`src/rtl/vacc_readout_if.sv`:
```
// Output stream of the spectrum readout block: AXI-Stream-style beats tagged with a frame sequence.
interface vacc_readout_if #(
    parameter int DATA_WIDTH = 32,
    parameter int SEQ_WIDTH  = 16
);
    logic [DATA_WIDTH-1:0] m_tdata;
    logic                  m_tvalid;
    logic                  m_tready;
    logic                  m_tlast;
    logic [SEQ_WIDTH-1:0]  m_tuser;

    modport master (output m_tdata, m_tvalid, m_tlast, m_tuser, input m_tready);
    modport slave  (input m_tdata, m_tvalid, m_tlast, m_tuser, output m_tready);
endinterface

```
`src/rtl/vacc_readout.sv`:
```
// Ping-pong capture of accumulator dumps into two banks, streamed out as tagged packets.
// Full-bank contention drops the incoming dump whole and counts it.
module vacc_readout #(
    parameter int VECTOR_WIDTH = 3,
    parameter int DATA_WIDTH   = 32,
    parameter int SEQ_WIDTH    = 16
) (
    input  logic                    clk,
    input  logic                    rst_n,
    input  logic                    i_ce,
    input  logic [DATA_WIDTH-1:0]   i_data,
    input  logic                    i_we,
    input  logic [VECTOR_WIDTH-1:0] i_addr,
    vacc_readout_if.master          m_axis,
    output logic [15:0]             o_drop_count,
    output logic                    o_pending
);

    localparam int N = 2**VECTOR_WIDTH;
    localparam logic [VECTOR_WIDTH-1:0] LAST_ADDR = VECTOR_WIDTH'(N - 1);

    typedef enum logic [1:0] {B_EMPTY, B_FILLING, B_FULL, B_READING} bank_st_e;
    typedef enum logic [1:0] {W_DISARMED, W_IDLE, W_FILL, W_DISCARD} wr_st_e;
    typedef enum logic [1:0] {R_IDLE, R_READ, R_DRAIN} rd_st_e;

    typedef struct packed {
        logic [DATA_WIDTH-1:0] data;
        logic                  last;
        logic [SEQ_WIDTH-1:0]  user;
    } beat_t;

    bank_st_e               r_bank [2];
    bank_st_e               w_bank_nxt [2];
    logic [SEQ_WIDTH-1:0]   r_tag [2];
    logic                   r_wr_bank;
    logic                   r_rd_bank;
    logic [SEQ_WIDTH-1:0]   r_seq;
    logic [15:0]            r_drop;

    wr_st_e                 r_wst, w_wst_nxt;
    logic                   w_wr_en, w_open, w_close, w_discard;

    rd_st_e                 r_rst, w_rst_nxt;
    logic                   w_start, w_issue, w_rd_done, w_room;
    logic [VECTOR_WIDTH-1:0] r_rd_addr;

    logic [DATA_WIDTH-1:0]  r_mem [2*N];
    logic [DATA_WIDTH-1:0]  r_rd_data;
    logic                   r_rd_vld;
    logic                   r_rd_last;
    logic [SEQ_WIDTH-1:0]   r_rd_user;

    beat_t                  r_q [2];
    logic [1:0]             r_cnt;
    logic                   w_pop;
    logic [1:0]             w_cnt_mid;
    logic [2:0]             w_occ;
    beat_t                  w_push_beat;

    // Writer: ce=0 freezes the FSM and discards that cycle's inputs entirely.
    always_comb begin
        w_wst_nxt = r_wst;
        w_wr_en   = 1'b0;
        w_open    = 1'b0;
        w_close   = 1'b0;
        w_discard = 1'b0;
        if (i_ce) begin
            case (r_wst)
                W_DISARMED: if (!i_we) w_wst_nxt = W_IDLE;
                W_IDLE: begin
                    if (i_we) begin
                        if (r_bank[r_wr_bank] == B_EMPTY) begin
                            w_open    = 1'b1;
                            w_wr_en   = 1'b1;
                            w_wst_nxt = W_FILL;
                        end else begin
                            w_wst_nxt = W_DISCARD;
                        end
                    end
                end
                W_FILL: begin
                    w_wr_en = i_we;
                    if (!i_we || i_addr == LAST_ADDR) begin
                        w_close   = 1'b1;
                        w_wst_nxt = W_IDLE;
                    end
                end
                W_DISCARD: begin
                    if (!i_we || i_addr == LAST_ADDR) begin
                        w_discard = 1'b1;
                        w_wst_nxt = W_IDLE;
                    end
                end
                default: w_wst_nxt = W_IDLE;
            endcase
        end
    end

    // Reader keeps at most two beats buffered or in flight so the head never moves while stalled.
    always_comb begin
        w_rst_nxt = r_rst;
        w_start   = 1'b0;
        w_issue   = 1'b0;
        w_rd_done = 1'b0;
        case (r_rst)
            R_IDLE: begin
                if (r_bank[r_rd_bank] == B_FULL) begin
                    w_start   = 1'b1;
                    w_issue   = w_room;
                    w_rst_nxt = R_READ;
                end
            end
            R_READ: begin
                w_issue = w_room;
                if (w_room && r_rd_addr == LAST_ADDR) w_rst_nxt = R_DRAIN;
            end
            R_DRAIN: begin
                if (w_pop && r_q[0].last) begin
                    w_rd_done = 1'b1;
                    w_rst_nxt = R_IDLE;
                end
            end
            default: w_rst_nxt = R_IDLE;
        endcase
    end

    // A bank freed this cycle is still READING to the writer, so it cannot reopen until next cycle.
    always_comb begin
        w_bank_nxt[0] = r_bank[0];
        w_bank_nxt[1] = r_bank[1];
        if (w_open)    w_bank_nxt[r_wr_bank] = B_FILLING;
        if (w_close)   w_bank_nxt[r_wr_bank] = B_FULL;
        if (w_start)   w_bank_nxt[r_rd_bank] = B_READING;
        if (w_rd_done) w_bank_nxt[r_rd_bank] = B_EMPTY;
    end

    always_ff @(posedge clk or negedge rst_n) begin
        if (!rst_n) begin
            r_wst     <= W_DISARMED;
            r_rst     <= R_IDLE;
            r_bank[0] <= B_EMPTY;
            r_bank[1] <= B_EMPTY;
        end else begin
            r_wst     <= w_wst_nxt;
            r_rst     <= w_rst_nxt;
            r_bank[0] <= w_bank_nxt[0];
            r_bank[1] <= w_bank_nxt[1];
        end
    end

    always_ff @(posedge clk or negedge rst_n) begin
        if (!rst_n) begin
            r_wr_bank <= 1'b0;
            r_seq     <= '0;
            r_drop    <= '0;
            r_tag[0]  <= '0;
            r_tag[1]  <= '0;
        end else begin
            if (w_close) begin
                r_tag[r_wr_bank] <= r_seq;
                r_wr_bank        <= ~r_wr_bank;
            end
            if (w_close || w_discard) r_seq <= r_seq + SEQ_WIDTH'(1);
            if (w_discard && r_drop != 16'hFFFF) r_drop <= r_drop + 16'd1;
        end
    end

    always_ff @(posedge clk or negedge rst_n) begin
        if (!rst_n) begin
            r_rd_bank <= 1'b0;
            r_rd_addr <= '0;
            r_rd_vld  <= 1'b0;
            r_rd_last <= 1'b0;
            r_rd_user <= '0;
        end else begin
            r_rd_vld <= w_issue;
            if (w_issue) begin
                r_rd_addr <= r_rd_addr + VECTOR_WIDTH'(1);
                r_rd_last <= (r_rd_addr == LAST_ADDR);
                r_rd_user <= r_tag[r_rd_bank];
            end
            if (w_rd_done) r_rd_bank <= ~r_rd_bank;
        end
    end

    always_ff @(posedge clk) begin
        if (w_wr_en) r_mem[{r_wr_bank, i_addr}] <= i_data;
        if (w_issue) r_rd_data <= r_mem[{r_rd_bank, r_rd_addr}];
    end

    assign w_pop       = (r_cnt != 2'd0) && m_axis.m_tready;
    assign w_cnt_mid   = r_cnt - {1'b0, w_pop};
    assign w_occ       = {1'b0, r_cnt} + {2'b0, r_rd_vld} - {2'b0, w_pop};
    assign w_room      = (w_occ < 3'd2);
    assign w_push_beat = {r_rd_data, r_rd_last, r_rd_user};

    always_ff @(posedge clk or negedge rst_n) begin
        if (!rst_n) begin
            r_q[0] <= '0;
            r_q[1] <= '0;
            r_cnt  <= '0;
        end else begin
            if (w_pop) r_q[0] <= r_q[1];
            if (r_rd_vld) begin
                if (w_cnt_mid == 2'd0) r_q[0] <= w_push_beat;
                else                   r_q[1] <= w_push_beat;
            end
            r_cnt <= w_cnt_mid + {1'b0, r_rd_vld};
        end
    end

    assign m_axis.m_tvalid = (r_cnt != 2'd0);
    assign m_axis.m_tdata  = r_q[0].data;
    assign m_axis.m_tlast  = r_q[0].last;
    assign m_axis.m_tuser  = r_q[0].user;

    assign o_drop_count = r_drop;
    assign o_pending    = (r_bank[0] == B_FULL) || (r_bank[0] == B_READING) ||
                          (r_bank[1] == B_FULL) || (r_bank[1] == B_READING);

endmodule

```
`src/flat_wrapper.sv`:
```
// flat-port wrapper written by rule: the top's interface ports become plain ports
module vacc_readout_flat 
#(
    parameter int VECTOR_WIDTH = 3,
    parameter int DATA_WIDTH   = 32,
    parameter int SEQ_WIDTH    = 16
)
  (clk, rst_n, i_ce, i_data, i_we, i_addr, o_drop_count, o_pending, m_axis_m_tdata, m_axis_m_tvalid, m_axis_m_tlast, m_axis_m_tuser, m_axis_m_tready);
  vacc_readout_if #(.DATA_WIDTH(DATA_WIDTH), .SEQ_WIDTH(SEQ_WIDTH)) m_axis_i ();
  input  logic clk;
  input  logic rst_n;
  input  logic i_ce;
  input  logic [DATA_WIDTH-1:0] i_data;
  input  logic i_we;
  input  logic [VECTOR_WIDTH-1:0] i_addr;
  output logic [15:0] o_drop_count;
  output logic o_pending;
  output wire logic [$bits(m_axis_i.m_tdata)-1:0] m_axis_m_tdata;
  output wire logic [$bits(m_axis_i.m_tvalid)-1:0] m_axis_m_tvalid;
  output wire logic [$bits(m_axis_i.m_tlast)-1:0] m_axis_m_tlast;
  output wire logic [$bits(m_axis_i.m_tuser)-1:0] m_axis_m_tuser;
  input wire logic [$bits(m_axis_i.m_tready)-1:0] m_axis_m_tready;
  assign m_axis_m_tdata = m_axis_i.m_tdata;
  assign m_axis_m_tvalid = m_axis_i.m_tvalid;
  assign m_axis_m_tlast = m_axis_i.m_tlast;
  assign m_axis_m_tuser = m_axis_i.m_tuser;
  assign m_axis_i.m_tready = m_axis_m_tready;
  vacc_readout #(.VECTOR_WIDTH(VECTOR_WIDTH), .DATA_WIDTH(DATA_WIDTH), .SEQ_WIDTH(SEQ_WIDTH)) u_core (.clk(clk), .rst_n(rst_n), .i_ce(i_ce), .i_data(i_data), .i_we(i_we), .i_addr(i_addr), .m_axis(m_axis_i), .o_drop_count(o_drop_count), .o_pending(o_pending));
endmodule
```
`config.mk`:
```
export PLATFORM = sky130hd
export DESIGN_NAME = vacc_readout_flat
export DESIGN_NICKNAME = d
export VERILOG_FILES = /design/src/rtl/vacc_readout_if.sv /design/src/rtl/vacc_readout.sv /design/src/flat_wrapper.sv
export SDC_FILE = /design/constraint.sdc
export NUM_CORES = 1
export LEC_CHECK = 0
export BUFFER_PORTS_ARGS = -buffer_cell sky130_fd_sc_hd__buf_4
export CORE_ASPECT_RATIO = 0.75
export CORE_MARGIN = 2
export CORE_UTILIZATION = 55
export CTS_CLUSTER_DIAMETER = 40
export CTS_CLUSTER_SIZE = 12
export DETAILED_ROUTE_END_ITERATION = 7
export PLACE_DENSITY = 0.76
export REMOVE_ABC_BUFFERS = 1
export SLEW_MARGIN = 10
export SYNTH_ARGS = -nofsm -noshare
export SYNTH_HDL_FRONTEND = slang
export SYNTH_SLANG_ARGS = --single-unit
```
`constraint.sdc`:
```
create_clock -name clk -period 4.15 [get_ports clk]
set_clock_uncertainty 0.1 [all_clocks]
set_input_delay 0.415 -clock clk [delete_from_list [all_inputs] [get_ports clk]]
set_output_delay 0.415 -clock clk [all_outputs]
set_load 0.02 [all_outputs]
```
Word-level counts from Yosys, hierarchy flattened
Memory sizes are Yosys's and may differ from the RTL's. A register that Yosys moved wholly into a read port is not among the register bits.
Index checks and enable logic that the tools add are counted.

word-level totals
  register bits after elaboration = 195
  RAM bits = 512
  bits of input ports = 40
  output and inout port bits = 67
  word-level logic and storage cells = 140
  memories kept = 1

memory list
  memory        words  width  rd ports  clocked after memory_dff  wr ports  line                source
  u_core.r_mem  16     32     1         1                         1         vacc_readout.sv:47  logic [DATA_WIDTH-1:0] r_mem [2*N];

cells by class
  $add $sub $neg = 7
  order comparisons = 5
  equal/unequal tests = 19
  multiplexer cells = 52
  bitwise logic cells = 14
  reduce and logical (&&, ||, !) cells = 21

operators with widths
  operator               number
  $mux 49                3
  $mux 98                1
  $mux 16                4
  $add 16x1->16 const B  2
  $bwmux 32              1
  $mux 2                 14
  $mux 1                 18
  $demux 16 s1           1
  $eq 2x2->1 const B     8
  $mux 4                 4
  $ne 16x16->1 const B   1
  $pmux 2 s3             2
  $logic_not 2->1        4
  $ne 2x1->1 const B     4
  $eq 3x3->1 const B     2
  $logic_and 1x1->1      6
  $logic_or 1x1->1       5
  $and 2x2->2            2
  $and 4x4->4            1
  $demux 2 s1            2
  $eq 2x1->1 const B     2
  $ge 2x2->1 const B     2
  $lt 2x1->1 const B     2
  $ne 2x2->1 const B     2
  19 further kinds       25

Longest topological paths before layout
  depth in word-level cells = 16
  gate-level depth with buffers = 11
  depth with buffers taken out = 9

Worst setup path after synthesis
Ideal clock, no wire load.

  kind = register to register
  start = register u_core.r_wst[1]
  end = memory u_core.r_mem[6][0] (enable)
  library setup time = 0.468 ns
  data arrival time = 3.503 ns
  data required time = 3.582 ns
  slack = 0.080 ns
  cell stages (with the launch flop) = 7
  buffers on the path = 0
  period minus slack after synthesis = 4.070 ns
  path through = dfrtp_1 -> inv_1 -> ha_1 -> nand2_1 -> nor3_1 -> o21ai_0 -> nor3b_1

between the ends
  longest elaborated chain between the ends = 5
  elaborated cells between the ends (all ways) = 6
  classes of those cells = 2 x eq/ne; 4 x mux

ends and longest elaborated chain
  what                                             line                 source
  start: declaration                               vacc_readout.sv:40   wr_st_e r_wst, w_wst_nxt;
  start signal: assignment                         vacc_readout.sv:144  r_wst <= w_wst_nxt;
  $eq 2x2->1 / $eq 2x1->1 (equally long branches)  vacc_readout.sv:68   case (r_wst)
  $pmux 1 s2 (*)                                   vacc_readout.sv:68
  $mux 1 (*)                                       vacc_readout.sv:67   if (i_ce) begin
  $mux 1 (*)                                       vacc_readout.sv:187  if (w_wr_en) r_mem[{r_wr_bank, i_addr}] <= i_data;
  $mux 1 (not written as such) (*)                 vacc_readout.sv:187
  end: declaration                                 vacc_readout.sv:47

Every way passes the cells marked *; elsewhere a longest branch is shown, timed or not.

Final worst setup path
  start = register u_core.r_cnt[1]
  end = register u_core.r_rd_addr[1]

between the ends
  longest elaborated chain between the ends = 6
  elaborated cells between the ends (all ways) = 7
  classes of those cells = 2 x add/sub; 1 x order compare; 2 x mux; 2 x reduce/logical

ends and longest elaborated chain
  what                                                 line                 source
  start: declaration                                   vacc_readout.sv:54   logic [1:0] r_cnt;
  start signal: assignment                             vacc_readout.sv:208  r_cnt <= w_cnt_mid + {1'b0, r_rd_vld};
  branches (longest 2 deep; another with $add 2x1->3)  -
  $sub 3x1->3 (*)                                      vacc_readout.sv:193  assign w_occ = {1'b0, r_cnt} + {2'b0, r_rd_vld} - {2'b0, w_pop};
  $lt 3x2->1 (*)                                       vacc_readout.sv:194  assign w_room = (w_occ < 3'd2);
  $mux 1                                               vacc_readout.sv:107  if (r_bank[r_rd_bank] == B_FULL) begin
  $pmux 1 s2 (*)                                       vacc_readout.sv:105  case (r_rst)
  end signal: assignment                               vacc_readout.sv:178  r_rd_addr <= r_rd_addr + VECTOR_WIDTH'(1);
  end: declaration                                     vacc_readout.sv:45   logic [VECTOR_WIDTH-1:0] r_rd_addr;

Every way passes the cells marked *.
A chain may end at the register's enable or synchronous reset.

==> summary.md <==
| Metric | Value |
|---|---|
| Max cap viols | 0 |
| Final net count | 1,808 |
| Tightest Pin Transition | 1.19 ns |
| Post-synth top flop | edfxtp_1 |
| Commonest non-fill, non-tap cell in the layout | edfxtp_1 |
| Slowest cell on the critical path | buf_4 |
| Rows | 72 |
| Drt drc | 0 |
| Crit path required time | 4.55 ns |
| Fillers | 3,505 |
| Crit path buffers/inverters | 2 |
| Num CTS Buffers | 80 |
| Die ar. | 54,400 µm² |
| First-pass GRT wire length | 92.9 mm |
| Largest net degree at the start of global routing | 111 |
| Setup violators final | 0 |
| Initial antenna violation count | 3 |
| GRT overflow | 0 |
| Flop-to-flop setup slack | 0.93 ns |
| Starting Density | 55.8% |
| Critical path class | flop to flop |
| Worst path cell trace | or2_2, nand2_2, buf_4, nor2_1, fa_1, xnor2_1, nand2_1, nor3_4, buf_4, mux2_2 |
| Clock latency on the worst-skew pair | 0.62 ns |
| Tot GR Track Use | 23.0% |
| Crit path DAT | 3.62 ns |
| Detailed-route via count | 15.1k |
| WL/cell | 24.2 µm |
| Highest-count cells in the layout ignoring fill and taps | 544 x edfxtp_1, 193 x dfrtp_1, 151 x nand2_1 |
| Setup_tns | 0 ns |
| Crit path max-delay family | simple AND/OR/NAND/NOR gates |
| H-tree Lvls | 3 |
| Fin crit share | 77.7% |
| FMAX | 310 MHz |
| Rel. slew slack | 20.6% |
| Status | completed |
| Final max-slew violation count | 0 |
| Ports | 107 |
| Final hold violation count | 0 |
| Worst Path Max Fanout | 27 |
| Worst VDD drop | 362 µV |
| Worst reg-to-reg path cell count | 10 |
| Reg-to-reg critical path endpoint | u_core.r_rd_addr[1]$_DFFE_PN0P_ |
| Post-DP HPWL | 32.2 mm |
| RSZ-0062 raised after global routing | false |
| Area leader, netlist | edfxtp_1 |
| CTS sink count | 739 |
| Highest cell delay on the worst timing path | 0.45 ns |
| Most frequent CP cell | buf_4 |
| Worst slack, placed | 0.913 ns |
| Worst min-delay path class | input pin to flop |
| Async S/R FF share, synth | 26.4% |
| DR pass1 iterations | 5 |
| Post-synth cell types | 54 |
| Final wirelength | 61.0 mm |
| Final hold slack | 0.0679 ns |
| DR vias/cell | 5.99 |
| Vias in the first global route | 15.7k |
| Clk slew on worst S/H paths | 0.06 ns |
| Main area contributors after synthesis | edfxtp_1 57%, dfrtp_1 17%, mux4_2 10% |
| Clock buffer depth | 3 |
| RePlAce Congestion | 0.778 |
| Mapped cell area | 28,900 µm² |
| Critical Path Source Type | flop |
| Die Width | 269 µm |
| Height of the chip | 202 µm |
| CTS tree | done |
| Final setup margin | 0.927 ns |
| Antenna viol nets, final | 0 |
| Post-CTS setup buffer count | 0 |
| Core area | 51,700 µm² |
| CP startpoint | u_core.r_cnt[1]$_DFF_PN0_ |
| Iter 0 DRT Violations | 1,464 |
| WP depth | 10 |
| Area grow syn2layout | 14.8% |
| P per Cell Area | 604 nW/µm² |
| Cells after Synth | 1,625 |
| Syn_area_per_cell | 17.8 µm² |
| Synth top area share | 56.6% |
| FF-to-FF Start | u_core.r_cnt[1]$_DFF_PN0_ |
| CP endpoint kind | flop |
| Number of warnings issued by yosys | 0 |
| Register bit total from synthesis | 739 |
| Root Driver | clkbuf_16 |
| Port Buffers | 106 |
| Cell leakage power | 12.0 nW |
| Pwr Total | 20.0 mW |
| CP endpoint | u_core.r_rd_addr[1]$_DFFE_PN0P_ |
| Register area share after synthesis | 73.5% |
| Post-synth EDFFs | 544 |
| Clock period minus worst slack | 3.22 ns |
| Layout cell share with drive strength beyond 1 | 27.9% |
==> worst min-delay path: cells and delay by family <==
kind                   cells  cell delay (ns)
buffers and inverters      1             0.14
AO/OA/AOI/OAI              2             0.17
==> how the worst min path moves through the flow <==
stage               cells past startpoint                                  to                      startpoint
finish                                  3         u_core.r_wst[1]$_DFFE_PN0P_                            i_we
global route                            4         u_core.r_wst[0]$_DFFE_PN0P_                            i_we
CTS                                     3         u_core.r_wst[1]$_DFFE_PN0P_                            i_we
detailed placement                      1          u_core.r_q[42]$_DFFE_PN0P_  u_core.r_rd_data[25]$_DFFE_PP_
global placement                        1        u_core.r_seq[15]$_DFFE_PN0P_    u_core.r_seq[15]$_DFFE_PN0P_
floorplan                               0  u_core.m_axis.m_tdata[0]$_DFF_PN0_                           rst_n
==> logic make-up (layout without fill, tap and decap cells) <==
logic type	Yosys count	count (layout)	share of synthesized area [%]
compound gates	152	152	3.59
xor+xnor	37	37	1.12
fa+ha+maj	11	11	0.503
buf+inv	144	336	2.66
flops	739	739	73.5
mux	230	230	13.9
other cells	0	2	0
simple gates	312	312	4.76
==> synthesized netlist by cell type (2+ instances only) <==
library cell and number:
mux4_2 128, clkbuf_1 50, a22oi_1 64, buf_4 51, o32a_1 2, buf_2 23, nor2_2 2, nand3b_1 2
edfxtp_1 544, nand3_1 11, or3_1 2, mux2i_1 16, a21oi_1 22, nor3_1 21, buf_1 4, inv_1 14
dfrtp_1 195, and4_1 2, nor2_1 92, nand2_1 152, o21ai_0 4, xor2_1 13, ha_1 10, nor3_2 3
or3_2 2, or2_2 2, nand4_1 8, mux2_2 86, a31oi_1 50, xnor2_1 24, nor2b_1 2, o311a_1 2
==> final cells by class <==
type                       count  area [µm²]  share of cell area, %
sequential                   739       21200                   64.0
multi-input combinational    742        7000                   21.1
clock buffer                 122        2250                   6.79
timing repair buffer         179        1500                   4.52
tap                          703         880                   2.65
clock inverter                20         238                  0.717
inverter                      15        56.3                  0.170
antenna                        2        5.00                 0.0151
==> per-stage QoR <==
step	cell area (µm²)	util (%)	instances
2_1_floorplan	28200	-	1496
6_report	33200	64.1	2522
3_3_place_gp	30300	58.6	2344
4_1_cts	33100	64.1	2520
3_5_place_dp	30300	58.6	2344
5_1_grt	33200	64.1	2522
==> power breakdown <==
part           total, mW  switching, mW  internal [mW]  leakage [nW]
clock network       6.74           2.79           3.96          1.20
logic               4.02           2.16           1.86          3.38
registers           9.25          0.601           8.65          7.39
==> registers in the layout, indices dropped and copies added, names as in the netlist, 32 cells and up <==
signal,count
u_core.r_q,49
u_core.r_mem,512
u_core.r_tag,32
u_core.r_rd_data,32
u_core.m_axis.m_tdata,32
==> routing by layer <==
metal / share of wire, % / vias to the layer above / global-route usage, %
li1: - / 6505 / -
met1: 42 / 7869 / 33.2
met2: 49 / 631 / 36.5
met3: 7.6 / 93 / 4.39
met4: 1.7 / 2 / 6.03
met5: 0.021 / - / 0
==> repair_timing <==
item | CTS | global route
resized for setup | 0 | 0
hold buffers | 34 | 0
hold endpoints to repair | 609 | 0
No activity file was read; power rests on OpenSTA's default activity.
